==> src/rtl/accelerator_data_feeder.sv <==
// Operand buffer for one accelerator job: loads TOTAL_WORDS words from a valid/ready
// stream, then serves them in load order, one registered word per read request.
module accelerator_data_feeder #(
   parameter int DATA_WIDTH  = 16,
   parameter int TOTAL_WORDS = 128,
   parameter int PTR_WIDTH   = $clog2(TOTAL_WORDS)
) (
   input  logic                  clk,
   input  logic                  rst_n,
   input  logic                  s_valid_i,
   input  logic [DATA_WIDTH-1:0] s_data_i,
   output logic                  s_ready_o,
   output logic                  data_rdy_o,
   input  logic                  read_en_i,
   output logic [DATA_WIDTH-1:0] rd_data_o,
   output logic                  rd_valid_o,
   output logic                  done_o,
   input  logic                  job_clr_i,
   output logic                  rd_err_o
);

   typedef enum logic [2:0] {
      ST_IDLE  = 3'd0,
      ST_LOAD  = 3'd1,
      ST_READY = 3'd2,
      ST_SERVE = 3'd3,
      ST_DONE  = 3'd4
   } state_t;

   localparam logic [PTR_WIDTH-1:0] LAST_IDX = PTR_WIDTH'(TOTAL_WORDS - 1);
   localparam logic [PTR_WIDTH-1:0] PTR_ZERO = PTR_WIDTH'(0);
   localparam logic [PTR_WIDTH-1:0] PTR_ONE  = PTR_WIDTH'(1);

   state_t                state_r, state_next_s;
   logic [PTR_WIDTH-1:0]  wr_ptr_r, wr_ptr_next_s;
   logic [PTR_WIDTH-1:0]  rd_ptr_r, rd_ptr_next_s;
   logic                  rd_err_r, rd_err_next_s;
   logic                  rd_valid_r;
   logic [DATA_WIDTH-1:0] rd_data_r;
   logic                  s_ready_r, data_rdy_r, done_r;
   logic                  mem_we_s, rd_fire_s;
   logic [DATA_WIDTH-1:0] mem_r [TOTAL_WORDS];

   // Next-state, pointer and error-flag logic; s_ready_r doubles as the LOAD indicator.
   always_comb begin
      state_next_s  = state_r;
      wr_ptr_next_s = wr_ptr_r;
      rd_ptr_next_s = rd_ptr_r;
      rd_err_next_s = rd_err_r;
      mem_we_s      = 1'b0;
      rd_fire_s     = 1'b0;
      case (state_r)
         ST_IDLE: begin
            state_next_s = ST_LOAD;
            if (read_en_i) rd_err_next_s = 1'b1;
            else           rd_err_next_s = rd_err_r;
         end
         ST_LOAD: begin
            if (s_valid_i && s_ready_r) begin
               mem_we_s = 1'b1;
               if (wr_ptr_r == LAST_IDX) begin
                  wr_ptr_next_s = PTR_ZERO;
                  state_next_s  = ST_READY;
               end else begin
                  wr_ptr_next_s = wr_ptr_r + PTR_ONE;
               end
            end else begin
               mem_we_s = 1'b0;
            end
            if (read_en_i) rd_err_next_s = 1'b1;
            else           rd_err_next_s = rd_err_r;
         end
         ST_READY, ST_SERVE: begin
            if (read_en_i) begin
               rd_fire_s = 1'b1;
               if (rd_ptr_r == LAST_IDX) begin
                  rd_ptr_next_s = PTR_ZERO;
                  state_next_s  = ST_DONE;
               end else begin
                  rd_ptr_next_s = rd_ptr_r + PTR_ONE;
                  state_next_s  = ST_SERVE;
               end
            end else begin
               rd_fire_s = 1'b0;
            end
         end
         ST_DONE: begin
            // A clear on the same cycle as a stray read wins and leaves the flag cleared.
            if (job_clr_i) begin
               state_next_s  = ST_LOAD;
               wr_ptr_next_s = PTR_ZERO;
               rd_ptr_next_s = PTR_ZERO;
               rd_err_next_s = 1'b0;
            end else if (read_en_i) begin
               rd_err_next_s = 1'b1;
            end else begin
               rd_err_next_s = rd_err_r;
            end
         end
         default: begin
            state_next_s = ST_IDLE;
         end
      endcase
   end

   // State, pointers and registered outputs; status flags are decoded from the next state.
   always_ff @(posedge clk or negedge rst_n) begin
      if (!rst_n) begin
         state_r    <= ST_IDLE;
         wr_ptr_r   <= PTR_ZERO;
         rd_ptr_r   <= PTR_ZERO;
         rd_err_r   <= 1'b0;
         rd_valid_r <= 1'b0;
         rd_data_r  <= {DATA_WIDTH{1'b0}};
         s_ready_r  <= 1'b0;
         data_rdy_r <= 1'b0;
         done_r     <= 1'b0;
      end else begin
         state_r    <= state_next_s;
         wr_ptr_r   <= wr_ptr_next_s;
         rd_ptr_r   <= rd_ptr_next_s;
         rd_err_r   <= rd_err_next_s;
         rd_valid_r <= rd_fire_s;
         if (rd_fire_s) rd_data_r <= mem_r[rd_ptr_r];
         s_ready_r  <= (state_next_s == ST_LOAD);
         data_rdy_r <= (state_next_s == ST_READY);
         done_r     <= (state_next_s == ST_DONE);
      end
   end

   // Operand storage, deliberately left out of reset.
   always_ff @(posedge clk) begin
      if (mem_we_s) mem_r[wr_ptr_r] <= s_data_i;
   end

   assign s_ready_o  = s_ready_r;
   assign data_rdy_o = data_rdy_r;
   assign done_o     = done_r;
   assign rd_valid_o = rd_valid_r;
   assign rd_data_o  = rd_data_r;
   assign rd_err_o   = rd_err_r;

endmodule

==> config.mk <==
export PLATFORM = sky130hd
export DESIGN_NAME = accelerator_data_feeder
export DESIGN_NICKNAME = d
export VERILOG_FILES = /design/src/rtl/accelerator_data_feeder.sv
export SDC_FILE = /design/constraint.sdc
export NUM_CORES = 2
export LEC_CHECK = 0
export BUFFER_PORTS_ARGS = -buffer_cell sky130_fd_sc_hd__clkbuf_2
export CAP_MARGIN = 40
export CORE_ASPECT_RATIO = 1.25
export CORE_UTILIZATION = 25
export DETAILED_ROUTE_END_ITERATION = 8
export HOLD_SLACK_MARGIN = 0.05
export PLACE_DENSITY_LB_ADDON = 0.05
export SYNTH_ARGS = -nofsm -noshare
export SYNTH_HDL_FRONTEND = slang
export SYNTH_SLANG_ARGS = --single-unit
==> constraint.sdc <==
create_clock -name clk -period 3.6 [get_ports clk]
set_clock_uncertainty 0.05 [all_clocks]
set_input_delay 0.36 -clock clk [delete_from_list [all_inputs] [get_ports clk]]
set_output_delay 0.36 -clock clk [all_outputs]
set_load 0.1 [all_outputs]
==> results.py <==
metrics = {
    "finish": {
        "fin_nets": 4440,
        "area_delta_synth_final_pct": 21.2,
        "drive_gt1_frac": 0.298,
        "fin_cells": 8824,
        "layout_common_cells": "2048 x edfxtp_1, 424 x buf_4, 395 x mux4_2",
        "mostFrequentLayoutCell": "edfxtp_1",
    },
    "power_and_ir_drop": {
        "vdd_drop_max_mv": 0.374,
        "p_per_area_nw_per_um2": 589,
        "p_leak_nw": 29.5,
    },
    "synthesis": {
        "synth-main-ff-cell": "edfxtp_1",
        "synthesis.instances": 3841,
        "syn_area_um2": 80200,
        "yosysSeqAreaShare": 0.778,
        "ys_warn_count": 0,
        "synth_edf_count": 2048,
        "netlist-cell-type-count": 51,
        "async_reset_ff_frac": 0.0182,
        "syn-num-nets": 3864,
        "ys_ff_latch": 2086,
        "avgSynthCellArea_um2": 20.9,
    },
    "worst_setup_path": {
        "critPathLaunchType": "flop",
        "crit_fanout": 20,
        "critPathTopFamily": "compound AO/OA/AOI/OAI gates",
        "crit_type": "reg -> reg",
        "cp_common_cell": "buf_12",
        "required_ns": 4.29,
        "worstSetupStartpoint": "rd_ptr_r[0]$_DFFE_PN0P_",
        "end_kind": "flop",
        "slowest_stage": "o22ai_1",
        "max_stage_delay_ns": 0.59,
        "critPathArrivalTime_ns": 4.20,
        "cp_cell_sequence": "buf_4, buf_12, buf_12, mux4_2, a22oi_1, a21oi_1, o22ai_1, a31oi_1",
        "crit_buf_inv": 3,
        "r2r-start": "rd_ptr_r[0]$_DFFE_PN0P_",
    },
    "placement": {
        "preCtsSetupSlack_ns": -0.214,
        "dp_cells": 8364,
        "dp_hpwl_um": 178000,
        "place_congestion": 0.754,
        "portBuffers": 41,
    },
    "global_routing": {
        "grt_overflow": 0,
        "grt_pass1_wl_um": 380000,
        "grt_pass1_vias": 42200,
        "grt.total_usage": 0.172,
        "grt_max_degree": 73,
        "antenna_found_initial": 17,
    },
    "sta": {
        "slew_viol_final": 0,
        "timing.final.ws_setup_ns": 0.0840,
        "period_needed_ns": 3.52,
        "min_period_over_period": 0.977,
        "hold_viol": 0,
        "timing.fmax_mhz": 284,
        "worstMarginPinSlew_ns": 0.914,
        "finalSetupViolCount": 0,
        "max_slew_margin": 0.390,
        "rsz0062_at_grt": "false",
    },
    "die": {
        "pin_count": 42,
        "row_count": 232,
        "initial_core_util": 0.251,
        "chipHeight_um": 635,
        "die-area_um2": 323000,
        "core_area_um2": 319000,
        "die_x_um": 509,
    },
    "detailed_routing": {
        "wl_per_cell_um": 31.7,
        "drtPass1Iterations": 8,
        "vias": 40400,
        "vias_per_cell": 4.58,
        "drt_iter0_drc": 2971,
        "wl_um": 279000,
        "remaining_drc_errors": 0,
        "ant_nets": 0,
    },
    "clock_tree": {
        "cts-root-buf": "clkbuf_16",
        "cts_buffers": 238,
        "clk_latency_ns": 0.93,
        "cts_tree": "yes",
        "ctsHtreeMaxLevel": 4,
        "clk_pin_slew_ns": 0.06,
        "cts_buffer_depth": 4,
        "cts_sinks": 2086,
    },
    "worst_hold_path": {
        "hp-start": "s_valid_i",
        "hold_path_class": "in -> reg",
    },
    "outcome": {
        "outcome": "completed",
    },
    "flow_run": {
        "cap_violations": 0,
    },
}
==> metrics by stage <==
step,TNS [ns],total power (W),util,hold slack (ns),instance area [µm²]
after floorplan,0,0.0314,-,0.0144,80200
after global placement,-0.366,0.0343,0.280,0.430,89400
after detailed placement,-0.234,0.0344,0.280,0.129,89600
after CTS,0,0.0583,0.304,0.156,97200
after global routing,0,0.0593,0.304,0.195,97200
final,0,0.0573,0.305,0.208,97200
==> tightest hold or removal path: stages <==
cell	delay (ns)
clkbuf_2	0.14
nand3_1	0.20
nor4_1	0.11
o21a_1	0.20
nor2_1	0.09
==> cell type report <==
type | instances | area [µm²]
diodes | 9 | 22.5
clock buffers | 299 | 6320
clock inverters | 127 | 1060
fillers | 31100 | 222000
inverters | 10 | 37.5
multi-input cells | 1524 | 16900
flip-flops and latches | 2086 | 62500
well taps | 4212 | 5270
repair buffers | 557 | 5170
==> report_power, final <==
part           leakage (nW)  total [W]  switching (W)  internal (W)
logic                  6.97    0.00620        0.00381       0.00239
clock network          3.63     0.0236         0.0100        0.0136
registers              18.9     0.0275       0.000298        0.0272
total                  29.5     0.0573         0.0141        0.0431
==> flip-flops by register name (all words and copies together), names as in the netlist <==
| signal | flops |
|---|---|
| wr_ptr_r | 7 |
| s_ready_o | 1 |
| state_r | 3 |
| mem_r | 2048 |
| rd_ptr_r | 7 |
| data_rdy_o | 1 |
| rd_err_o | 1 |
| rd_valid_o | 1 |
| done_o | 1 |
| rd_data_o | 16 |
==> cell usage after synthesis (3+ instances only) <==
library cell	count	area share
a211oi_1	43	0.0040
a21boi_0	13	0.0012
a21oi_1	58	0.0036
a22oi_1	104	0.0097
a31oi_1	14	0.0011
and2_1	7	0.00055
buf_1	21	0.00098
buf_2	53	0.0033
buf_4	34	0.0032
buf_6	18	0.0025
clkbuf_1	94	0.0044
dfrtp_1	38	0.012
edfxtp_1	2048	0.77
inv_1	8	0.00037
mux2i_1	304	0.038
mux4_2	395	0.11
nand2_1	45	0.0021
nand2b_1	8	0.00062
nand3_1	22	0.0014
nand4_1	7	0.00055
nor2_1	217	0.010
nor2b_1	28	0.0022
nor3_1	49	0.0031
nor4_1	16	0.0012
o21ai_0	14	0.00087
o22ai_1	132	0.010
o31ai_1	4	0.00037
o41ai_1	14	0.0015
or2_2	3	0.00023
xor2_1	3	0.00033
==> worst paths after layout <==
| kind | slack (ns) | cells past startpoint | end |
|---|---|---|---|
| worst min-delay path | 0.21 | 5 | s_ready_o$_DFF_PN0_ |
| worst max-delay path | 0.08 | 8 | rd_data_o[12]$_DFFE_PN0P_ |
| max in group asynchronous | 2.28 | 5 | rd_ptr_r[1]$_DFFE_PN0P_ |
| worst min register to register | 0.44 | 2 | rd_data_o[4]$_DFFE_PN0P_ |
| worst max register to register | 0.08 | 8 | rd_data_o[12]$_DFFE_PN0P_ |
| min in group asynchronous | 0.32 | 3 | rd_valid_o$_DFF_PN0_ |
==> layer usage <==
layer  vias up  routed length (µm)  global-route usage
met4         2                4450              0.0308
met2       762              143000               0.300
met1     22100              123000               0.229
li1      17200                   -                   -
met5         -                  13                   0
met3       269                9350              0.0207
==> cell families after synthesis <==
kind of cell               after synthesis  share of synthesized area
AOI/OAI and AO/OA                      412                     0.0345
xor gates and xnor gates                 4                   0.000437
adders and majority gates                2                   0.000312
muxes                                  700                      0.149
and+or+nand+nor                        406                     0.0224
DFF                                   2086                      0.778
buffers and inverters                  231                     0.0150
==> timing repair <==
item / CTS / global route
buffers inserted: 0 / 4
hold buffers: 21 / 0
endpoints found under the setup margin: 2 / 1
gates cloned: 0 / 0
gates resized for setup: 3 / 0
hold endpoints to repair: 748 / 0
No activity file was read; power rests on OpenSTA's default activity.
